## config.mk

```make
export PLATFORM = sky130hd
export DESIGN_NAME = operand_stager
export DESIGN_NICKNAME = d
export VERILOG_FILES = /design/src/rtl/stager_defs.sv /design/src/rtl/operand_stager_reg_en_n.sv /design/src/rtl/operand_stager.sv
export SDC_FILE = /design/constraint.sdc
export NUM_CORES = 1
export LEC_CHECK = 0
export ABC_AREA = 1
export CORE_ASPECT_RATIO = 1.5
export CORE_MARGIN = 8
export CORE_UTILIZATION = 45
export DETAILED_ROUTE_END_ITERATION = 8
export PLACE_DENSITY = 0.8
export SYNTH_ARGS = -nofsm -noshare
export SYNTH_HDL_FRONTEND = slang
export SYNTH_SLANG_ARGS = --single-unit
```

## constraint.sdc

```tcl
create_clock -name clk -period 1.35 [get_ports clk]
set_input_delay 0.2025 -clock clk [delete_from_list [all_inputs] [get_ports clk]]
set_output_delay 0.2025 -clock clk [all_outputs]
set_load 0.05 [all_outputs]
```

## src/rtl/stager_defs.sv

```systemverilog
// Shared constants for the operand stager: FSM encoding and pair counter width.
package stager_defs;

  typedef enum logic [1:0] {
    LOAD_X  = 2'b00,
    LOAD_Y  = 2'b01,
    PRESENT = 2'b10
  } stager_state_t;

  localparam int PAIR_COUNT_W = 8;

endpackage

```

## src/rtl/operand_stager_reg_en_n.sv

```systemverilog
// N-bit loadable register with asynchronous active-low clear.
module reg_en_n #(
  parameter int N = 32
) (
  input  logic         clk,
  input  logic         rst_n,
  input  logic         en,
  input  logic [N-1:0] d,
  output logic [N-1:0] q
);

  always_ff @(posedge clk or negedge rst_n) begin
    if (!rst_n) begin
      q <= '0;
    end else if (en) begin
      q <= d;
    end
  end

endmodule

```

## src/rtl/operand_stager.sv

```systemverilog
// Collects two operand words (X then Y, with select on Y) from a valid/ready
// bus and presents them as one complete pair to a downstream 2:1 mux.
module operand_stager
  import stager_defs::*;
#(
  parameter int N = 32
) (
  input  logic                    clk,
  input  logic                    rst_n,
  input  logic [N-1:0]            in_data,
  input  logic                    in_sel,
  input  logic                    in_valid,
  output logic                    in_ready,
  output logic [N-1:0]            X,
  output logic [N-1:0]            Y,
  output logic                    S,
  output logic                    out_valid,
  input  logic                    out_ready,
  output logic [PAIR_COUNT_W-1:0] pair_count
);

  stager_state_t           state_reg;
  logic                    in_ready_reg;
  logic                    out_valid_reg;
  logic [PAIR_COUNT_W-1:0] pair_count_reg;
  logic                    x_en;
  logic                    y_en;

  // in_ready is high exactly in the load states, so the state alone qualifies a transfer.
  assign x_en = (state_reg == LOAD_X) && in_valid;
  assign y_en = (state_reg == LOAD_Y) && in_valid;

  // Handshake outputs are registered alongside the state so neither depends on in_valid/out_ready.
  always_ff @(posedge clk or negedge rst_n) begin
    if (!rst_n) begin
      state_reg      <= LOAD_X;
      in_ready_reg   <= 1'b1;
      out_valid_reg  <= 1'b0;
      pair_count_reg <= '0;
    end else begin
      case (state_reg)
        LOAD_X: begin
          if (in_valid) begin
            state_reg <= LOAD_Y;
          end
        end
        LOAD_Y: begin
          if (in_valid) begin
            state_reg     <= PRESENT;
            in_ready_reg  <= 1'b0;
            out_valid_reg <= 1'b1;
          end
        end
        PRESENT: begin
          if (out_ready) begin
            state_reg      <= LOAD_X;
            in_ready_reg   <= 1'b1;
            out_valid_reg  <= 1'b0;
            pair_count_reg <= pair_count_reg + 1'b1;
          end
        end
        default: begin
          state_reg     <= LOAD_X;
          in_ready_reg  <= 1'b1;
          out_valid_reg <= 1'b0;
        end
      endcase
    end
  end

  reg_en_n #(.N(N)) u_reg_x (
    .clk   (clk),
    .rst_n (rst_n),
    .en    (x_en),
    .d     (in_data),
    .q     (X)
  );

  reg_en_n #(.N(N)) u_reg_y (
    .clk   (clk),
    .rst_n (rst_n),
    .en    (y_en),
    .d     (in_data),
    .q     (Y)
  );

  reg_en_n #(.N(1)) u_reg_s (
    .clk   (clk),
    .rst_n (rst_n),
    .en    (y_en),
    .d     (in_sel),
    .q     (S)
  );

  assign in_ready   = in_ready_reg;
  assign out_valid  = out_valid_reg;
  assign pair_count = pair_count_reg;

endmodule

```

**After elaboration in Yosys (flattened, before gate mapping)**

Index checks and enable logic that the tools add are counted.

- $add $sub $neg: 1
- Eq/ne operators: 5
- Mux-type cells: 10
- Bitwise operators: 1
- Reductions and logical operators: 6

Operator list:

| cell | count |
|---|---|
| adder 8 x 1 -> 8 bit (second input constant) | 1 |
| two-way mux 2 bit | 3 |
| inequality test 2 bit (second input constant) | 3 |
| case mux 1 bit (3 select lines) | 2 |
| case mux 2 bit (3 select lines) | 1 |
| AND reduction 3 bit | 2 |
| two-way mux 1 bit | 4 |
| equality test 2 x 1 -> 1 bit (second input constant) | 1 |
| equality test 2 bit (second input constant) | 1 |
| logical AND 1 bit | 2 |
| logical NOT 2 bit | 1 |
| AND reduction 2 bit | 1 |
| NOT 1 bit | 1 |

- Register bits: 77
- Output and inout port bits: 75
- Word-level logic and storage cells: 30

**Longest topological paths before layout**

Gate-level depths: netlist of the first run.

- Word-level depth: 3
- Depth in mapped cells: 7
- Gate-level depth less buffers: 7

**Hierarchy**

A second synthesis of the first run with hierarchy kept.

- Cell total of the unflattened synthesis: 341
- Area, all modules: 3204.3 um^2

By module, submodules not included:

| module | instances | cells an instance | area each (um^2) | seq. area each (um^2) |
|---|---|---|---|---|
| reg_en_n (u_reg_x ...) | 2 | 136 | 1292.5 | 800.8 |
| operand_stager | 1 | 64 | 579.3 | 301.5 |
| reg_en_n (u_reg_s) | 1 | 5 | 40.0 | 25.0 |

**Worst setup path before layout of the first run**

OpenSTA, ideal clock, no wires.

- Path type: flip-flop to flip-flop
- Start: reg pair_count_reg[0] (netlist: pair_count[0])
- End: reg pair_count_reg[6] (netlist: pair_count[6])
- Arrival: 1.363 ns
- Data required time: 1.237 ns
- Setup slack: -0.126 ns
- Cell stages (with the launch flop): 7
- Path buffers: 0
- Clock period less this slack: 1.476 ns
- Cell sequence: dfrtp_1 ha_1 nand3_1 nor2_4 nand3_1 nand2_1 inv_1

- Longest elaborated chain between the ends: 1

Ends and longest elaborated chain:

| element | RTL line | RTL |
|---|---|---|
| from (decl) | operand_stager.sv:25 | `logic [PAIR_COUNT_W-1:0] pair_count_reg;` |
| from (signal assigned) | operand_stager.sv:59 | `pair_count_reg <= pair_count_reg + 1'b1;` |
| adder 8 x 1 -> 8 bit | operand_stager.sv:59 |  |

No other way between the ends.
A chain may end at the register's enable or synchronous reset.

**Final worst setup path of the first run**

- Start: reg in_ready_reg (netlist: in_ready)
- End: out in_ready

RTL lines:

| element | RTL line | RTL |
|---|---|---|
| from (decl) | operand_stager.sv:23 | `logic in_ready_reg;` |
| from (signal assigned) | operand_stager.sv:37 | `in_ready_reg <= 1'b1;` |
| from (signal assigned) | operand_stager.sv:50 | `in_ready_reg <= 1'b0;` |
| from (signal assigned) | operand_stager.sv:57 | `in_ready_reg <= 1'b1;` |
| to (decl) | operand_stager.sv:13 | `output logic in_ready,` |

No word-level cell between the ends.

==> metrics.txt, run 1 <==
# TYPE chip_impl_metric gauge
chip_impl_info{name="run_status",value="finished clean"} 1
chip_impl_metric{name="rrSetupSlack",unit="ns"} 0.17
chip_impl_info{name="synth_common_cells",value="dfrtp_1, nand2_1, inv_1, o21ai_2, o21ai_1"} 1
chip_impl_info{name="synth.largest_area_cell",value="dfrtp_1"} 1
chip_impl_metric{name="design_power_total",unit="mW"} 16.2
chip_impl_metric{name="total_standard_cell_area_after_synthesis",unit="µm²"} 3250
chip_impl_metric{name="globalRouteTotalUtil",unit=""} 0.171
chip_impl_info{name="crit-reg2reg-launch",value="pair_count[0]"} 1
chip_impl_metric{name="grt_max_degree",unit=""} 78
chip_impl_metric{name="ctsHtreeMaxLevel",unit=""} 3
chip_impl_info{name="cells_along_the_critical_path",value="buf_12"} 1
chip_impl_metric{name="rows",unit=""} 38
chip_impl_metric{name="cts_inserted_buffers",unit=""} 9
chip_impl_metric{name="pre_cts_ws",unit="ns"} -0.0595
chip_impl_info{name="cts_tree",value="done"} 1
chip_impl_info{name="most_frequent_cell_after_synthesis",value="dfrtp_1"} 1
chip_impl_metric{name="worstPathRequired",unit="ns"} 1.15
chip_impl_metric{name="post_cts_hold_buffer_count",unit=""} 1
chip_impl_metric{name="met1_global_route_usage",unit=""} 0.175
chip_impl_info{name="synth.top_cells.by_area",value="dfrtp_1, o21ai_2, nand2_1, inv_1, o21ai_1"} 1
chip_impl_metric{name="grt_pass1_wl",unit="µm"} 13500
chip_impl_metric{name="hold_path_depth",unit=""} 3
chip_impl_metric{name="max_fo_critical_path",unit=""} 2
chip_impl_metric{name="fin_nets",unit=""} 463
chip_impl_metric{name="p_leak",unit="nW"} 2.59
chip_impl_metric{name="die_height",unit="µm"} 120
chip_impl_info{name="worst_path_dominant_cell_family",value="flip-flops"} 1
chip_impl_metric{name="drt_wl_total",unit="µm"} 8180
chip_impl_metric{name="netlist_instances",unit=""} 307
chip_impl_metric{name="asyncSetResetFlopFracSynth",unit=""} 1.00
chip_impl_metric{name="slew_headroom",unit=""} 0.729
chip_impl_info{name="hold_start",value="in_sel"} 1
chip_impl_metric{name="fin_worst_skew",unit="ns"} 0.00829
chip_impl_metric{name="final.hold.worst_slack",unit="ns"} 0.390
chip_impl_metric{name="number_of_antenna_violations_at_the_first_check_in_global_routing",unit=""} 0
chip_impl_info{name="critPathCaptureType",value="primary output"} 1
chip_impl_info{name="start_to_end_type_of_the_worst_setup_path",value="flip-flop to primary output"} 1
chip_impl_metric{name="hpwl",unit="µm"} 6220
chip_impl_metric{name="viasPerCell",unit=""} 4.85
chip_impl_metric{name="cts_sinks",unit=""} 77
chip_impl_metric{name="synth_area_per_cell",unit="µm²"} 10.6
chip_impl_info{name="dominantRegCellSynth",value="dfrtp_1"} 1
chip_impl_metric{name="setup_viol",unit=""} 0
chip_impl_info{name="rsz0062_at_grt",value="no"} 1
chip_impl_metric{name="fin_ws",unit="ns"} 0.101
chip_impl_metric{name="flow.area_growth_from_synthesis",unit="%"} 64.6
chip_impl_metric{name="synth.lib_cells_used.distinct",unit=""} 27
chip_impl_metric{name="hold_violations",unit=""} 0
chip_impl_metric{name="arrival_time_reported_for_the_critical_path_endpoint",unit="ns"} 1.05
chip_impl_metric{name="dr.first_iter.drc_count",unit=""} 132
chip_impl_metric{name="seq_area_frac_synth",unit=""} 0.594
chip_impl_info{name="cts.root.buffer_cell",value="clkbuf_8"} 1
chip_impl_metric{name="post_synth_edffs",unit=""} 0
chip_impl_metric{name="power-per-cell-area",unit="nW/µm²"} 3030
chip_impl_metric{name="first_global_vias",unit=""} 2634
chip_impl_info{name="whs_endpoint",value="u_reg_s.q"} 1
chip_impl_metric{name="share_of_final_layout_standard_cells_stronger_than_drive_strength_1",unit=""} 0.371
chip_impl_metric{name="gates_resized_cts_repair",unit=""} 0
chip_impl_metric{name="final_antenna_net_count",unit=""} 0
chip_impl_metric{name="postCtsSetupRepairBufs",unit=""} 0
chip_impl_metric{name="drt_pre_antenna_iters",unit=""} 6
chip_impl_metric{name="clkTransAtPathRegs",unit="ns"} 0.07
chip_impl_info{name="r2r-end",value="pair_count[6]"} 1
chip_impl_metric{name="cp.buffers_inverters",unit=""} 1
chip_impl_metric{name="ios",unit=""} 112
chip_impl_metric{name="grt-ovfl-total",unit=""} 0
chip_impl_metric{name="initial_utilization",unit=""} 0.455
chip_impl_metric{name="timing.fmax",unit="GHz"} 0.800
chip_impl_metric{name="final_max_slew_violation_count",unit=""} 0
chip_impl_metric{name="die_footprint",unit="µm²"} 10200
chip_impl_metric{name="coreArea",unit="µm²"} 7130
chip_impl_metric{name="global_route.usage.met3",unit=""} 0.0383
chip_impl_metric{name="portBuffers",unit=""} 111
chip_impl_metric{name="detail_route.drc_violations",unit=""} 0
chip_impl_metric{name="routedWlPerCell",unit="µm"} 16.1
chip_impl_metric{name="die_w",unit="µm"} 85.3
chip_impl_info{name="grt_busiest_layer",value="met2"} 1
chip_impl_metric{name="routed-via-count",unit=""} 2463
chip_impl_metric{name="synth_top_area_share",unit=""} 0.586
chip_impl_metric{name="clock_latency",unit="ns"} 0.35
chip_impl_metric{name="period_needed",unit="ns"} 1.25
chip_impl_metric{name="tightest_slew",unit="ns"} 0.406
chip_impl_metric{name="critical_path_max_stage_delay",unit="ns"} 0.56
chip_impl_info{name="critical-path-slowest-cell",value="dfstp_2"} 1
chip_impl_metric{name="postSynthRegisterBits",unit=""} 77
chip_impl_metric{name="timing.max_cap.violations",unit=""} 0
chip_impl_metric{name="globalRouteMet2Util",unit=""} 0.306
chip_impl_metric{name="inserted_diodes",unit=""} 0
chip_impl_metric{name="yosys_warnings",unit=""} 0
chip_impl_metric{name="gpl.final_weighted_congestion",unit=""} 0.757
chip_impl_metric{name="cts_max_path_bufs",unit=""} 2
chip_impl_metric{name="reg2reg_depth",unit=""} 6
chip_impl_info{name="hold_path.class",value="primary input to flip-flop"} 1
chip_impl_metric{name="postSynthNetCount",unit=""} 345
chip_impl_info{name="worstSetupStartpointType",value="flip-flop"} 1
chip_impl_metric{name="post-route-period-util",unit=""} 0.925
chip_impl_metric{name="irDropWorstVdd",unit="mV"} 1.72
[power breakdown]
group | switching (mW) | leakage [nW] | internal [mW]
sequential | 1.22 | 0.949 | 3.36
clock | 0.788 | 0.0881 | 0.742
combinational | 5.40 | 1.55 | 4.70
[cell type report]
type,instances,area [µm²]
Clock inverter,2,10.0
Sequential cell,77,1930
Tap cell,80,100
Multi-Input combinational cell,172,996
Inverter,44,165
Timing Repair Buffer,121,1990
Fill cell,453,1790
Clock buffer,12,155
[through the flow]
| stage | utilization | TNS, ns | cell area, µm² | instances |
|---|---|---|---|---|
| floorplan | - | 0 | 3250 | 307 |
| global placement | 0.725 | -0.500 | 5170 | 493 |
| detailed placement | 0.725 | -1.30 | 5170 | 493 |
| CTS | 0.749 | 0 | 5340 | 508 |
| global route | 0.749 | 0 | 5340 | 508 |
| finish | 0.749 | 0 | 5340 | 508 |
[logic make-up after synthesis]
logic type | count (synthesis) | synth area share
flip-flops | 77 | 0.594
buffers and inverters | 58 | 0.0991
XOR/XNOR | 4 | 0.0108
adder cells (fa/ha/maj) | 1 | 0.00385
AO/OA/AOI/OAI | 67 | 0.147
AND/OR/NAND/NOR | 100 | 0.145
[how the worst max path moves through the flow]
stage                       start       endpoint  slack, ns  cells after the start
floorplan           pair_count[2]  pair_count[7]       0.01                      5
global placement         in_valid   u_reg_x.q[2]      -0.03                      5
detailed placement       in_valid  u_reg_x.q[22]      -0.06                      5
CTS                      in_ready       in_ready       0.08                      1
global route             in_ready       in_ready       0.06                      1
finish                   in_ready       in_ready       0.10                      1
[placed cells by master, fill, tap and decap left out, drive strengths merged, types with 2 or more instances in the layout]
cell type      Yosys  final
clkbuf             1     12
nand3              6      6
xor2               2      2
o21ai             66     66
clkinv             0      2
nand2             87     87
clkdlybuf4s50      0     35
inv               44     44
dfrtp             76     76
nor2               4      4
nand3b             2      2
xnor2              2      2
buf               13     85
[layer usage]
metal | share of wire | vias up | wire length [µm]
li1 | - | 1189 | -
met1 | 0.37 | 1192 | 3020
met2 | 0.55 | 69 | 4530
met3 | 0.047 | 13 | 383
met4 | 0.031 | 0 | 252
met5 | 0 | - | 0
Note: power is estimated with default switching activity, not from simulation.
==> run 2: changes to the inputs <==
CORE_UTILIZATION = 30   (was 45)
PLACE_DENSITY = unset   (was 0.8)
==> metrics.txt, run 2 (same netlist as run 1, synthesis figures left out) <==
# TYPE chip_impl_metric gauge
chip_impl_metric{name="die_height",unit="µm"} 143
chip_impl_metric{name="rrSetupSlack",unit="ns"} 0.15
chip_impl_metric{name="routedWlPerCell",unit="µm"} 13.8
chip_impl_metric{name="cts_inserted_buffers",unit=""} 9
chip_impl_metric{name="die_w",unit="µm"} 101
chip_impl_info{name="cells_along_the_critical_path",value="buf_12"} 1
chip_impl_metric{name="portBuffers",unit=""} 111
chip_impl_metric{name="cts_max_path_bufs",unit=""} 2
chip_impl_info{name="hold_path.class",value="primary input to asynchronous set/reset pin"} 1
chip_impl_info{name="cts_tree",value="done"} 1
chip_impl_info{name="critPathCaptureType",value="primary output"} 1
chip_impl_metric{name="irDropWorstVdd",unit="mV"} 1.50
chip_impl_info{name="critical-path-slowest-cell",value="dfstp_2"} 1
chip_impl_metric{name="drt_pre_antenna_iters",unit=""} 5
chip_impl_metric{name="final.hold.worst_slack",unit="ns"} 0.347
chip_impl_metric{name="power-per-cell-area",unit="nW/µm²"} 3030
chip_impl_metric{name="stdcell_area",unit="µm²"} 5550
chip_impl_metric{name="reg2reg_depth",unit=""} 6
chip_impl_info{name="start_to_end_type_of_the_worst_setup_path",value="flip-flop to primary output"} 1
chip_impl_metric{name="final_antenna_net_count",unit=""} 0
chip_impl_metric{name="detail_route.drc_violations",unit=""} 0
chip_impl_metric{name="routed-via-count",unit=""} 2385
chip_impl_metric{name="initial_utilization",unit=""} 0.306
chip_impl_info{name="layout_commonest_cell",value="buf_12"} 1
chip_impl_metric{name="p_leak",unit="nW"} 2.64
chip_impl_info{name="r2r-end",value="pair_count[6]"} 1
chip_impl_metric{name="dr.first_iter.drc_count",unit=""} 50
chip_impl_metric{name="rows",unit=""} 46
chip_impl_metric{name="post-route-util",unit=""} 0.524
chip_impl_metric{name="ios",unit=""} 112
chip_impl_metric{name="fin_nets",unit=""} 462
chip_impl_metric{name="cell_internal_pwr",unit="mW"} 9.46
chip_impl_info{name="cts.root.buffer_cell",value="clkbuf_16"} 1
chip_impl_info{name="capturing_instance_or_port_of_the_critical_path",value="in_ready"} 1
chip_impl_metric{name="die_footprint",unit="µm²"} 14500
chip_impl_metric{name="post-route-period-util",unit=""} 0.906
chip_impl_info{name="crit-reg2reg-launch",value="pair_count[0]"} 1
chip_impl_metric{name="netSwitchingFraction",unit=""} 0.438
chip_impl_metric{name="timing.fmax",unit="GHz"} 0.817
chip_impl_metric{name="worst-path-stages",unit=""} 1
chip_impl_metric{name="total_switching_power",unit="mW"} 7.38
chip_impl_metric{name="slew_headroom",unit=""} 0.756
chip_impl_metric{name="fillCellCount",unit=""} 948
chip_impl_info{name="worst_setup_path_startpoint",value="in_ready"} 1
chip_impl_metric{name="share_seq_of_total_power",unit=""} 0.272
chip_impl_metric{name="globalRouteTotalUtil",unit=""} 0.116
chip_impl_metric{name="inserted_diodes",unit=""} 0
chip_impl_metric{name="coreArea",unit="µm²"} 10600
chip_impl_metric{name="clkPwrFrac",unit=""} 0.133
chip_impl_metric{name="first_global_vias",unit=""} 2497
chip_impl_metric{name="drt_wl_total",unit="µm"} 7910
chip_impl_metric{name="setup_viol",unit=""} 0
chip_impl_metric{name="hpwl",unit="µm"} 6140
chip_impl_metric{name="cp.buffers_inverters",unit=""} 1
chip_impl_metric{name="final_max_slew_violation_count",unit=""} 0
chip_impl_metric{name="tightest_slew",unit="ns"} 0.367
chip_impl_metric{name="number_of_antenna_violations_at_the_first_check_in_global_routing",unit=""} 0
chip_impl_metric{name="comb_power_share",unit=""} 0.594
chip_impl_metric{name="clkTransAtPathRegs",unit="ns"} 0.05
chip_impl_metric{name="area.sequential",unit="µm²"} 1930
chip_impl_metric{name="ctsHtreeMaxLevel",unit=""} 3
chip_impl_metric{name="grt-ovfl-total",unit=""} 0
chip_impl_metric{name="gates_resized_cts_repair",unit=""} 0
chip_impl_metric{name="period_needed",unit="ns"} 1.22
chip_impl_metric{name="clock_latency",unit="ns"} 0.33
chip_impl_metric{name="fin_worst_skew",unit="ns"} 0.00532
chip_impl_metric{name="share_of_final_layout_standard_cells_stronger_than_drive_strength_1",unit=""} 0.368
chip_impl_metric{name="arrival_time_reported_for_the_critical_path_endpoint",unit="ns"} 1.02
chip_impl_metric{name="viasPerCell",unit=""} 4.16
chip_impl_info{name="worstSetupStartpointType",value="flip-flop"} 1
chip_impl_metric{name="worstPathRequired",unit="ns"} 1.15
chip_impl_metric{name="dpl_cell_area",unit="µm²"} 5260
chip_impl_metric{name="cts_sinks",unit=""} 77
chip_impl_info{name="layout.cells.most_common_list",value="buf_12, nand2_1, dfrtp_1"} 1
chip_impl_info{name="run_status",value="finished clean"} 1
chip_impl_metric{name="hold_violations",unit=""} 0
chip_impl_info{name="worst_path_dominant_cell_family",value="flip-flops"} 1
chip_impl_metric{name="gpl.final_weighted_congestion",unit=""} 0.728
chip_impl_metric{name="flow.area_growth_from_synthesis",unit="%"} 71.1
chip_impl_metric{name="max_fo_critical_path",unit=""} 2
chip_impl_metric{name="multiInputGateArea",unit="µm²"} 1000
chip_impl_metric{name="timing.max_cap.violations",unit=""} 0
chip_impl_info{name="rsz0062_at_grt",value="no"} 1
chip_impl_metric{name="grt_max_degree",unit=""} 41
chip_impl_metric{name="grt_pass1_wl",unit="µm"} 13100
chip_impl_metric{name="critical_path_max_stage_delay",unit="ns"} 0.56
[run 2: power groups by stage]
stage	clock network, mW	registers [mW]	logic, mW
after floorplan	0	7.49	1.95
after global placement	0	4.60	10.0
after detailed placement	0	4.64	10.1
after CTS	2.32	4.62	10.2
after global routing	2.43	4.74	10.5
final	2.25	4.59	10.0
[run 2: area by class of cell]
type                       instances  share of cell area
timing repair buffer             120               0.359
sequential                        77               0.348
multi-input combinational        172               0.181
clock buffer                      15              0.0500
tap                              144              0.0324
inverter                          44              0.0297
clock inverter                     1            0.000901
[run 2: worst min-delay path by stage]
stage	slack [ns]	cells after the start	end	startpoint
global placement	0.15	1	state_reg[0]	rst_n
floorplan	-0.09	0	out_valid	rst_n
CTS	0.36	2	u_reg_y.q[27]	rst_n
finish	0.35	2	u_reg_y.q[27]	rst_n
detailed placement	0.15	1	u_reg_y.q[27]	rst_n
global route	0.37	2	u_reg_y.q[27]	rst_n
[run 2: per-layer routing]
layer,vias up,global-route usage,routed length [µm]
li1,1189,-,-
met1,1120,0.121,3000
met2,70,0.198,4120
met3,6,0.0567,689
met4,0,0.0402,97
met5,-,0,0
[run 2: through the flow]
step                      setup TNS [ns]  setup WS, ns  std cells  total power [mW]
final                                  0         0.126        573              16.8
after floorplan                        0        0.0107        307              9.44
after CTS                              0         0.102        573              17.1
after detailed placement           -1.68       -0.0613        556              14.8
after global routing                   0        0.0707        573              17.7
after global placement            -0.607       -0.0349        556              14.6
[run 2: repair_timing]
item                      in CTS  in global routing
hold buffers                   1                  0
hold endpoints to repair      22                  0
setup buffers                  0                  0
==> run 3: changes to the inputs <==
CORE_UTILIZATION = 36   (was 30)
PLACE_DENSITY = 0.66   (was unset)
==> metrics.txt, run 3 (same netlist as run 1, synthesis figures left out) <==
# TYPE chip_impl_metric gauge
chip_impl_metric{name="p_leak",unit="nW"} 2.65
chip_impl_metric{name="ios",unit=""} 112
chip_impl_metric{name="arrival_time_reported_for_the_critical_path_endpoint",unit="ns"} 1.03
chip_impl_metric{name="drt_wl_total",unit="µm"} 8050
chip_impl_info{name="worst_path_dominant_cell_family",value="flip-flops"} 1
chip_impl_metric{name="die_footprint",unit="µm²"} 12400
chip_impl_info{name="rsz0062_at_grt",value="no"} 1
chip_impl_info{name="layout.cells.most_common_list",value="buf_12, nand2_1, dfrtp_1"} 1
chip_impl_metric{name="period_needed",unit="ns"} 1.23
chip_impl_metric{name="routed-via-count",unit=""} 2420
chip_impl_metric{name="multiInputGateArea",unit="µm²"} 996
chip_impl_metric{name="share_of_final_layout_standard_cells_stronger_than_drive_strength_1",unit=""} 0.380
chip_impl_metric{name="hold_violations",unit=""} 0
chip_impl_info{name="cells_along_the_critical_path",value="buf_12"} 1
chip_impl_metric{name="portBuffers",unit=""} 111
chip_impl_info{name="topRoutingLayerUsed",value="met4"} 1
chip_impl_metric{name="instances_no_fill",unit=""} 542
chip_impl_metric{name="power-per-cell-area",unit="nW/µm²"} 3050
chip_impl_info{name="critical-path-slowest-cell",value="dfstp_2"} 1
chip_impl_metric{name="ctsHtreeMaxLevel",unit=""} 3
chip_impl_metric{name="coreArea",unit="µm²"} 8780
chip_impl_metric{name="cts_inserted_buffers",unit=""} 9
chip_impl_metric{name="setup_viol",unit=""} 0
chip_impl_info{name="run_status",value="finished clean"} 1
chip_impl_metric{name="final_max_slew_violation_count",unit=""} 0
chip_impl_metric{name="max_fo_critical_path",unit=""} 2
chip_impl_metric{name="dp.cells",unit=""} 525
chip_impl_metric{name="tightest_slew",unit="ns"} 0.336
chip_impl_metric{name="grt_max_degree",unit=""} 47
chip_impl_metric{name="timing.max_cap.violations",unit=""} 0
chip_impl_metric{name="hpwl",unit="µm"} 6220
chip_impl_metric{name="cp.buffers_inverters",unit=""} 1
chip_impl_metric{name="wl_met1",unit="µm"} 2940
chip_impl_metric{name="final_antenna_net_count",unit=""} 0
chip_impl_metric{name="clkTransAtPathRegs",unit="ns"} 0.06
chip_impl_metric{name="rows",unit=""} 42
chip_impl_metric{name="final.hold.worst_slack",unit="ns"} 0.331
chip_impl_metric{name="fin_tns_setup",unit="ns"} 0
chip_impl_metric{name="inserted_diodes",unit=""} 0
chip_impl_metric{name="met3_length",unit="µm"} 544
chip_impl_metric{name="dpl_cell_area",unit="µm²"} 5220
chip_impl_info{name="cts_tree",value="done"} 1
chip_impl_metric{name="slew_headroom",unit=""} 0.776
chip_impl_metric{name="clock_latency",unit="ns"} 0.33
chip_impl_metric{name="globalRouteTotalUtil",unit=""} 0.140
chip_impl_metric{name="post-route-util",unit=""} 0.628
chip_impl_info{name="layout_commonest_cell",value="buf_12"} 1
chip_impl_metric{name="irDropWorstVdd",unit="mV"} 1.47
chip_impl_metric{name="die_height",unit="µm"} 132
chip_impl_metric{name="fillCellCount",unit=""} 662
chip_impl_metric{name="gpl.final_weighted_congestion",unit=""} 0.724
chip_impl_info{name="worstSetupStartpointType",value="flip-flop"} 1
chip_impl_info{name="critPathCaptureType",value="primary output"} 1
chip_impl_metric{name="gates_resized_cts_repair",unit=""} 0
chip_impl_metric{name="routedWlPerCell",unit="µm"} 14.9
chip_impl_metric{name="worstPathRequired",unit="ns"} 1.15
chip_impl_metric{name="number_of_antenna_violations_at_the_first_check_in_global_routing",unit=""} 0
chip_impl_metric{name="detail_route.drc_violations",unit=""} 0
chip_impl_metric{name="flow.area_growth_from_synthesis",unit="%"} 69.7
chip_impl_metric{name="die_w",unit="µm"} 93.5
chip_impl_metric{name="detailroute.wirelength.met2",unit="µm"} 4420
chip_impl_metric{name="first_global_vias",unit=""} 2524
chip_impl_metric{name="fin_nets",unit=""} 465
chip_impl_metric{name="area.sequential",unit="µm²"} 1930
chip_impl_metric{name="stdcell_area",unit="µm²"} 5510
chip_impl_metric{name="grt-ovfl-total",unit=""} 0
chip_impl_metric{name="timing.fmax",unit="GHz"} 0.811
chip_impl_metric{name="viasPerCell",unit=""} 4.46
chip_impl_metric{name="fin_worst_skew",unit="ns"} 0.00306
chip_impl_info{name="cts.root.buffer_cell",value="clkbuf_16"} 1
chip_impl_info{name="start_to_end_type_of_the_worst_setup_path",value="flip-flop to primary output"} 1
chip_impl_metric{name="cts_max_path_bufs",unit=""} 2
chip_impl_metric{name="cts_sinks",unit=""} 77
chip_impl_metric{name="dr.first_iter.drc_count",unit=""} 90
chip_impl_metric{name="grt_pass1_wl",unit="µm"} 13300
chip_impl_metric{name="critical_path_max_stage_delay",unit="ns"} 0.56
chip_impl_metric{name="initial_utilization",unit=""} 0.370
chip_impl_metric{name="drt_pre_antenna_iters",unit=""} 4
chip_impl_info{name="hold_path.class",value="primary input to asynchronous set/reset pin"} 1
chip_impl_metric{name="post-route-period-util",unit=""} 0.913
run 3: cell types whose count changed in the layout (fill, tap and decap cells not counted), sizes merged:
| cell | previous run | this run |
|---|---|---|
| buf | 84 | 87 |
| clkbuf | 15 | 11 |
| clkinv | 1 | 5 |
run 3: power breakdown:
| group | internal [mW] | switching [mW] | total, mW |
|---|---|---|---|
| registers | 3.36 | 1.21 | 4.57 |
| clock network | 1.33 | 0.870 | 2.20 |
| logic | 4.70 | 5.36 | 10.1 |
| total | 9.39 | 7.44 | 16.8 |
run 3: stage by stage:
step	power, mW	setup slack [ns]
floorplan	9.44	0.0107
CTS	17.1	0.0962
global placement	14.6	-0.0397
finish	16.8	0.118
detailed placement	14.8	-0.0614
global route	17.6	0.0101
run 3: area by class of cell:
| class | count | area share |
|---|---|---|
| clock buffer | 11 | 0.0459 |
| tap | 110 | 0.0250 |
| timing repair buffer | 123 | 0.363 |
| multi-input combinational | 172 | 0.181 |
| clock inverter | 5 | 0.00454 |
| sequential | 77 | 0.350 |
| inverter | 44 | 0.0300 |
run 3: metal layers:
metal	track usage	vias to the layer above
met3	0.0513	9
met1	0.143	1142
met5	0	-
met2	0.245	67
met4	0.0594	0
li1	-	1202
run 3: path summary, 6_finish.rpt:
| kind | from | to | slack, ns | cells past startpoint |
|---|---|---|---|---|
| min in group clk | in_sel | u_reg_s.q | 0.44 | 3 |
| max | in_ready | in_ready | 0.12 | 1 |
| max reg2reg | pair_count[0] | pair_count[6] | 0.14 | 6 |
| max in group asynchronous | rst_n | u_reg_x.q[3] | 0.52 | 3 |
| min | rst_n | u_reg_y.q[13] | 0.33 | 2 |
| min reg2reg | in_ready | in_ready | 0.49 | 2 |
run 3: repair_timing:
action,CTS,global route
buffers inserted,0,0
hold endpoints to repair,19,0
hold buffers,1,0
